$ cat config.mk
export PLATFORM = sky130hd
export DESIGN_NAME = seq_shift_reg
export DESIGN_NICKNAME = d
export VERILOG_FILES = /design/src/rtl/shreg_defs.sv /design/src/rtl/shift_step.sv /design/src/rtl/seq_shift_reg.sv
export SDC_FILE = /design/constraint.sdc
export NUM_CORES = 1
export LEC_CHECK = 0
export CAP_MARGIN = 20
export CORE_AREA = 4 4 61 63
export DETAILED_ROUTE_END_ITERATION = 10
export DIE_AREA = 0 0 65 67
export PLACE_DENSITY = 0.75
export REMOVE_ABC_BUFFERS = 1
export SYNTH_ARGS = -nofsm -noshare
export SYNTH_HDL_FRONTEND = slang
export SYNTH_HIERARCHICAL = 1
export SYNTH_SLANG_ARGS = --single-unit
export TNS_END_PERCENT = 5
$ cat constraint.sdc
create_clock -name clk -period 1.51 [get_ports clk]
set_clock_uncertainty 0.15 [all_clocks]
set_input_delay 0.302 -clock clk [delete_from_list [all_inputs] [get_ports clk]]
set_output_delay 0.302 -clock clk [all_outputs]
set_load 0.01 [all_outputs]
$ cat src/rtl/shreg_defs.sv
// rtl/shreg_defs.sv - shared mode and state encodings for seq_shift_reg
package shreg_defs;

  typedef enum logic [2:0] {
    MODE_SLL  = 3'd0,
    MODE_SRL  = 3'd1,
    MODE_SRA  = 3'd2,
    MODE_ROL  = 3'd3,
    MODE_ROR  = 3'd4,
    MODE_SIL  = 3'd5,
    MODE_SIR  = 3'd6,
    MODE_RSVD = 3'd7
  } shift_mode_e;

  typedef enum logic {
    ST_IDLE = 1'b0,
    ST_RUN  = 1'b1
  } shreg_state_e;

endpackage

$ cat src/rtl/shift_step.sv
// rtl/shift_step.sv - combinational single-step shifter/rotator
module shift_step
  import shreg_defs::*;
#(
  parameter int WIDTH = 8
) (
  input  logic [WIDTH-1:0] value,
  input  logic [2:0]       mode,
  input  logic             serial_in,
  output logic [WIDTH-1:0] value_next,
  output logic             eject_bit
);

  always_comb begin
    value_next = value;
    eject_bit  = 1'b0;
    case (shift_mode_e'(mode))
      MODE_SLL: begin
        value_next = {value[WIDTH-2:0], 1'b0};
        eject_bit  = value[WIDTH-1];
      end
      MODE_SRL: begin
        value_next = {1'b0, value[WIDTH-1:1]};
        eject_bit  = value[0];
      end
      MODE_SRA: begin
        value_next = {value[WIDTH-1], value[WIDTH-1:1]};
        eject_bit  = value[0];
      end
      MODE_ROL: begin
        value_next = {value[WIDTH-2:0], value[WIDTH-1]};
        eject_bit  = value[WIDTH-1];
      end
      MODE_ROR: begin
        value_next = {value[0], value[WIDTH-1:1]};
        eject_bit  = value[0];
      end
      MODE_SIL: begin
        value_next = {value[WIDTH-2:0], serial_in};
        eject_bit  = value[WIDTH-1];
      end
      MODE_SIR: begin
        value_next = {serial_in, value[WIDTH-1:1]};
        eject_bit  = value[0];
      end
      default: begin
        // reserved mode: the step is counted but the data holds
        value_next = value;
        eject_bit  = 1'b0;
      end
    endcase
  end

endmodule

$ cat src/rtl/seq_shift_reg.sv
// rtl/seq_shift_reg.sv - operand register with parallel load and multi-cycle shift engine
module seq_shift_reg
  import shreg_defs::*;
#(
  parameter  int WIDTH = 8,
  localparam int AW    = $clog2(WIDTH) + 1
) (
  input  logic             clk,
  input  logic             reset,
  input  logic             load,
  input  logic [WIDTH-1:0] data_in,
  input  logic             start,
  input  logic [2:0]       mode,
  input  logic [AW-1:0]    amount,
  input  logic             serial_in,
  output logic [WIDTH-1:0] data_out,
  output logic             serial_out,
  output logic             busy,
  output logic             done
);

  localparam logic [AW-1:0] CNT_LAST = AW'(1);

  shreg_state_e     state_q, state_d;
  shift_mode_e      mode_q, mode_d;
  logic [AW-1:0]    cnt_q, cnt_d;
  logic [WIDTH-1:0] data_q, data_d;
  logic             sout_q, sout_d;
  logic             done_q, done_d;

  logic [WIDTH-1:0] step_value;
  logic             step_bit;

  shift_step #(.WIDTH(WIDTH)) u_step (
    .value      (data_q),
    .mode       (mode_q),
    .serial_in  (serial_in),
    .value_next (step_value),
    .eject_bit  (step_bit)
  );

  always_ff @(posedge clk or posedge reset) begin
    if (reset) begin
      state_q <= ST_IDLE;
      mode_q  <= MODE_SLL;
      cnt_q   <= '0;
      data_q  <= '0;
      sout_q  <= 1'b0;
      done_q  <= 1'b0;
    end else begin
      state_q <= state_d;
      mode_q  <= mode_d;
      cnt_q   <= cnt_d;
      data_q  <= data_d;
      sout_q  <= sout_d;
      done_q  <= done_d;
    end
  end

  always_comb begin
    state_d = state_q;
    mode_d  = mode_q;
    cnt_d   = cnt_q;
    data_d  = data_q;
    sout_d  = sout_q;
    done_d  = 1'b0;
    case (state_q)
      ST_IDLE: begin
        if (load) begin
          data_d = data_in;
        end else if (start) begin
          mode_d = shift_mode_e'(mode);
          if (amount != '0) begin
            cnt_d   = amount;
            state_d = ST_RUN;
          end else begin
            done_d = 1'b1;
          end
        end
      end
      ST_RUN: begin
        data_d = step_value;
        if (mode_q != MODE_RSVD) sout_d = step_bit;
        cnt_d = cnt_q - CNT_LAST;
        // completion is flagged on the edge that performs the final step
        if (cnt_q == CNT_LAST) begin
          state_d = ST_IDLE;
          done_d  = 1'b1;
        end
      end
      default: state_d = ST_IDLE;
    endcase
  end

  assign data_out   = data_q;
  assign serial_out = sout_q;
  assign busy       = (state_q == ST_RUN);
  assign done       = done_q;

endmodule

-- Word level (Yosys, flattened, before mapping)
Index checks and enable logic that the tools add are counted.
- add/subtract/negate cells: 1
- eq/ne operators: 15
- multiplexer cells: 18
- bitwise operators: 2
- reductions and logical operators: 9
- operators by type and width (cell ; number):
    8-bit one-hot mux with 7 select lines ; 1
    8-bit one-hot mux with 2 select lines ; 1
    4-bit 2-to-1 mux ; 3
    2-bit != test (second input constant) ; 5
    3-bit equality test (second input constant) ; 3
    3-bit AND reduction ; 3
    1-bit 2-to-1 mux ; 8
    8-bit 2-to-1 mux ; 1
    8-bit by 1-bit != test with 1-bit output (second input constant) ; 1
    4-bit one-hot mux with 2 select lines ; 1
    7-bit by 1-bit != test with 1-bit output (second input constant) ; 1
    3-bit by 2-bit equality test with 1-bit output (second input constant) ; 2
    1-bit one-hot mux with 2 select lines ; 3
    4-bit by 1-bit equality test with 1-bit output (second input constant) ; 1
    2-bit AND reduction ; 2
    4-bit nonzero test ; 1
    4-bit OR reduction ; 1
    4-bit by 1-bit subtractor with 4-bit output (second input constant) ; 1
    3-bit by 1-bit equality test with 1-bit output (second input constant) ; 1
    3-bit logical NOT ; 1
    3-bit != test (second input constant) ; 1
    3-bit OR reduction ; 1
    1-bit inverter ; 2
- flip-flop bits (word level): 18
- input port bits: 20
- output and inout bits: 11
- word-level logic and storage cells: 52

-- Depth between registers and ports, before layout
- word-level depth: 5
- depth in mapped cells: 7
- depth with buffers taken out: 5

-- Cells and area by module
The synthesis kept the hierarchy.
- modules (own cells, without submodules) (module ; instances ; cells each ; area each (um^2) ; seq. area each (um^2)):
    seq_shift_reg ; 1 ; 83 ; 935.9 ; 450.4
    shift_step ; 1 ; 64 ; 493.0 ; 0.0

-- Worst setup path after synthesis
OpenSTA, ideal clock, no wires.
- path kind: register to register
- start: register mode_q[1]
- end: register sout_q, in the netlist serial_out
- setup time: 0.125 ns
- arrival time: 1.207 ns
- data required time: 1.235 ns
- setup slack: 0.028 ns
- stages on the path, launching flop included: 7
- buffers on the path: 2
- clock period less this slack: 1.482 ns
- cell sequence: dfrtp_1 > buf_6 > buf_8 > nand2_1 > a31oi_1 > o21ai_0 > mux2_2
- cells in the longest elaborated chain, start to end: 3
- elaborated cells on any way between the ends: 12
- those cells by class: 7 x eq/ne; 1 x mux; 4 x reduce/logical
- ends and longest elaborated chain (element ; line ; RTL):
    start, declared ; seq_shift_reg.sv:25 ; shift_mode_e mode_q, mode_d;
    start signal, assigned ; seq_shift_reg.sv:52 ; mode_q <= mode_d;
    3-bit by 1-bit equality test with 1-bit output (tied with other cells) ; shift_step.sv:17 ; case (shift_mode_e'(mode))
    4-bit OR reduction (no line) or 3-bit OR reduction (tied branches) ; n/a ;
    1-bit one-hot mux with 2 select lines * ; shift_step.sv:17 ;
    net step_bit ; seq_shift_reg.sv:32 ; logic step_bit;
    end signal, assigned ; seq_shift_reg.sv:55 ; sout_q <= sout_d;
    end, declared ; seq_shift_reg.sv:28 ; logic sout_q, sout_d;
The timed path passes the listed nets; every way through them passes the cells marked *.
A chain may end at the register's enable or synchronous reset.

-- Worst setup path in the final report
- start: register mode_q[1]
- end: register data_q[3], in the netlist data_out[3]
- cells in the longest elaborated chain, start to end: 3
- elaborated cells on any way between the ends: 11
- those cells by class: 7 x eq/ne; 2 x mux; 2 x reduce/logical
- ends and longest elaborated chain (element ; line ; RTL):
    3-bit equality test (tied with other cells) ; shift_step.sv:17 ;
    8-bit one-hot mux with 7 select lines * ; shift_step.sv:17 ;
    net step_value[3] ; seq_shift_reg.sv:31 ; logic [WIDTH-1:0] step_value;
    8-bit one-hot mux with 2 select lines * ; seq_shift_reg.sv:67 ; case (state_q)
    end signal, assigned ; seq_shift_reg.sv:54 ; data_q <= data_d;
    end, declared ; seq_shift_reg.sv:27 ; logic [WIDTH-1:0] data_q, data_d;
Marks and branches as above.

==> flow_summary_export.csv <==
group,metric,value,unit
outcome,outcome,"finished with violations",
outcome,violations,"negative setup slack",
drt,drt-initial-drc-count,74,
sta,setup_ws,-0.04529,ns
worst_setup_path,critPathRequiredTime,1.55,ns
synthesis,yosysTopAreaCell,"dfrtp_1",
layout,final_nets,229,
floorplan,core_area,0.003232,mm^2
drt,wl_per_cell,15.01,um
synthesis,synth_cells,147,
floorplan,fp.dieW,65,um
layout,diodes,0,
worst_setup_path,path_max_fanout,7,
hold_path,hp-class,"primary input to async pin",
sta,hold_viol,0,
pwr,leakagePower,0.9169,nW
sta,worst_pin_slew,0.3667,ns
synthesis,yosys-top-cells-area,"dfrtp_1, mux2i_1, o21ai_0",
drt,drt-total-wl,3.783,mm
clock_network,h-tree-depth,1,
worst_setup_path,crit_type,"register to register",
pwr,irDropWorstVdd,0.0007747,V
layout,n_fill_cell,254,
layout,layout-drive-gt1-share,33.98,%
worst_setup_path,end_kind,"register",
synthesis,syn_area_per_cell,9.720,um^2
clock_network,clk_pin_slew,0.11,ns
place,io_buffers,30,
pwr,cellPowerDensity,2098,mW/mm^2
synthesis,yosysSeqAreaShare,31.52,%
worst_setup_path,cp_slowest_stage_delay,0.47,ns
sta,fin_crit,1.555,ns
layout,multi_input_area,905.9,um^2
global_routing,grt-ovfl-total,0,
pwr,p_total,4.350,mW
sta,post-route-period-util,103.0,%
synthesis,synth_warnings,6,
worst_setup_path,critPathTopFamily,"flip-flops",
worst_setup_path,startpoint_type,"register",
floorplan,start_util,44.21,%
drt,vias,1406,
global_routing,grt_pass1_vias,1339,
sta,max_clock_freq,0.6430,GHz
layout,syn_to_final_growth,45.10,%
drt,drt-pass1-iter-count,4,
synthesis,synth_area,0.001429,mm^2
synthesis,ys_seq_elements,18,
floorplan,die_h,67,um
place,dpl-instance-area,0.001911,mm^2
drt,avgViaCountPerCell,5.579,
floorplan,ios,31,
drt,drt.antenna.violating_nets,0,
global_routing,grt_max_degree,20,
clock_network,clk_latency,0.29,ns
worst_setup_path,cp_slowest_cell,"dfrtp_2",
clock_network,cts-root-buf,"clkbuf_4",
layout,final_common_cell,"buf_4",
place,dp_hpwl,2.752,mm
clock_network,cts_buffers,3,
layout,final-seq-area,455.4,um^2
clock_network,clock_sinks,18,
worst_setup_path,r2r_cells,6,
floorplan,rows,21,
place,dp_slack,-0.2864,ns
worst_setup_path,cp_num_buf_inv,1,
synthesis,synth_top_area_share,31.52,%
synthesis,ys_types,48,
global_routing,antenna_found_initial,0,
worst_setup_path,cp.depth,6,
sta,setup_viol,8,
clock_network,clockBufferDepth,2,
global_routing,grt_usage,17.34,%
floorplan,fp.dieArea,0.004355,mm^2
drt,remaining_drc_errors,0,
sta,maxSlewViolCount,0,
sta,relSlewSlack,75.21,%
layout,fin_area,0.002073,mm^2
global_routing,grt_pass1_wl,5.982,mm
worst_setup_path,crit_chain,"buf_12, or3_4, o21ai_2, o221ai_2, nand2_1, o21ai_1",
sta,rsz0062_at_grt,"yes",
clock_network,cts_tree,"built",
layout,layout_common_cells,"buf_4, clkdlybuf4s50_1, mux2i_1",
worst_setup_path,critPathArrivalTime,1.59,ns
place,place_congestion,0.8658,
job,maxCapViolations,0,
power breakdown:
| group | total, mW | switching (mW) | internal (mW) | leakage [nW] |
|---|---|---|---|---|
| clock | 0.299 | 0.152 | 0.147 | 0.0210 |
| combinational | 3.11 | 1.48 | 1.63 | 0.684 |
| sequential | 0.936 | 0.206 | 0.731 | 0.212 |
routing by layer:
layer	vias to the layer above	GRT usage [%]	part of all wire [%]
met4	0	3.958	1.2
met2	57	32.95	53
met5	-	0	0
li1	675	-	-
met1	670	20.33	40
met3	4	2.530	6.4
cell type report:
class,count,area share (%)
Clock buffer,4,1.750
Multi-Input combinational cell,114,43.69
Tap cell,46,2.776
Timing Repair Buffer,66,29.09
Inverter,4,0.7242
Sequential cell,18,21.97
cells in the mapped netlist (all sizes together):
cell type,number
clkbuf,1
nor3,2
o31ai,1
a21bo,1
mux2i,15
o221a,1
or2b,1
or2,2
ha,2
o22ai,2
nand3,3
mux2,6
nor4b,3
a211oi,1
o211ai,1
nor2b,1
nor3b,1
o221ai,6
dfrtp,18
and2b,2
nand4,2
buf,10
a21oi,7
a311oi,1
nor2,3
nand2,13
nand2b,6
xnor2,1
a22oi,4
o21ai,16
inv,4
o2111ai,2
or3,2
nor4,2
and2,1
a32o,1
a31oi,2
cell families after synthesis:
| group | share of synthesized area [%] |
|---|---|
| compound gates | 22.77 |
| simple gates | 20.32 |
| mux | 15.24 |
| flops | 31.52 |
| buf+inv | 7.792 |
| fa+ha+maj | 1.751 |
| xor+xnor | 0.6131 |
stage by stage:
step / cells / setup TNS, ns / utilization, % / hold slack (ns)
6_report: 252 / -0.2612 / 64.15 / 0.1580
5_1_grt: 252 / -1.038 / 64.15 / 0.1866
4_1_cts: 248 / -0.1518 / 61.63 / 0.1703
3_5_place_dp: 238 / -3.269 / 59.12 / 0.3449
3_3_place_gp: 238 / -3.004 / 59.12 / 0.3443
2_1_floorplan: 136 / -2.129 / - / 0.09057
flip-flops by register name (all words and copies together), names as in the netlist:
name	flops
done	1
data_out	8
serial_out	1
cnt_q	4
mode_q	3
busy	1
path summary, 6_finish.rpt:
kind                                         from                      end  slack, ns
max                         mode_q[1]$_DFFE_PP0P_  data_out[3]$_DFFE_PP0P_      -0.05
min                                         reset  data_out[4]$_DFFE_PP0P_       0.16
max reg2reg                 mode_q[1]$_DFFE_PP0P_  data_out[3]$_DFFE_PP0P_      -0.05
min reg2reg                serial_out$_DFFE_PP0P_   serial_out$_DFFE_PP0P_       0.36
max in group asynchronous                   reset  data_out[0]$_DFFE_PP0P_       0.83
min in group clk           serial_out$_DFFE_PP0P_   serial_out$_DFFE_PP0P_       0.36
tightest hold or removal path: stages:
cell,delay [ns]
clkdlybuf4s50_1,0.39
inv_1,0.05
buf_4,0.24
timing repair:
action | CTS | global route
endpoints found under the setup margin | 19 | 14
buffers inserted | 6 | 3
hold buffers | 0 | 0
endpoints found under the hold margin | 0 | 0
pin swaps | 4 | 9
gates resized for setup | 16 | 12
gates cloned | 0 | 1
Note: power is estimated with default switching activity, not from simulation.
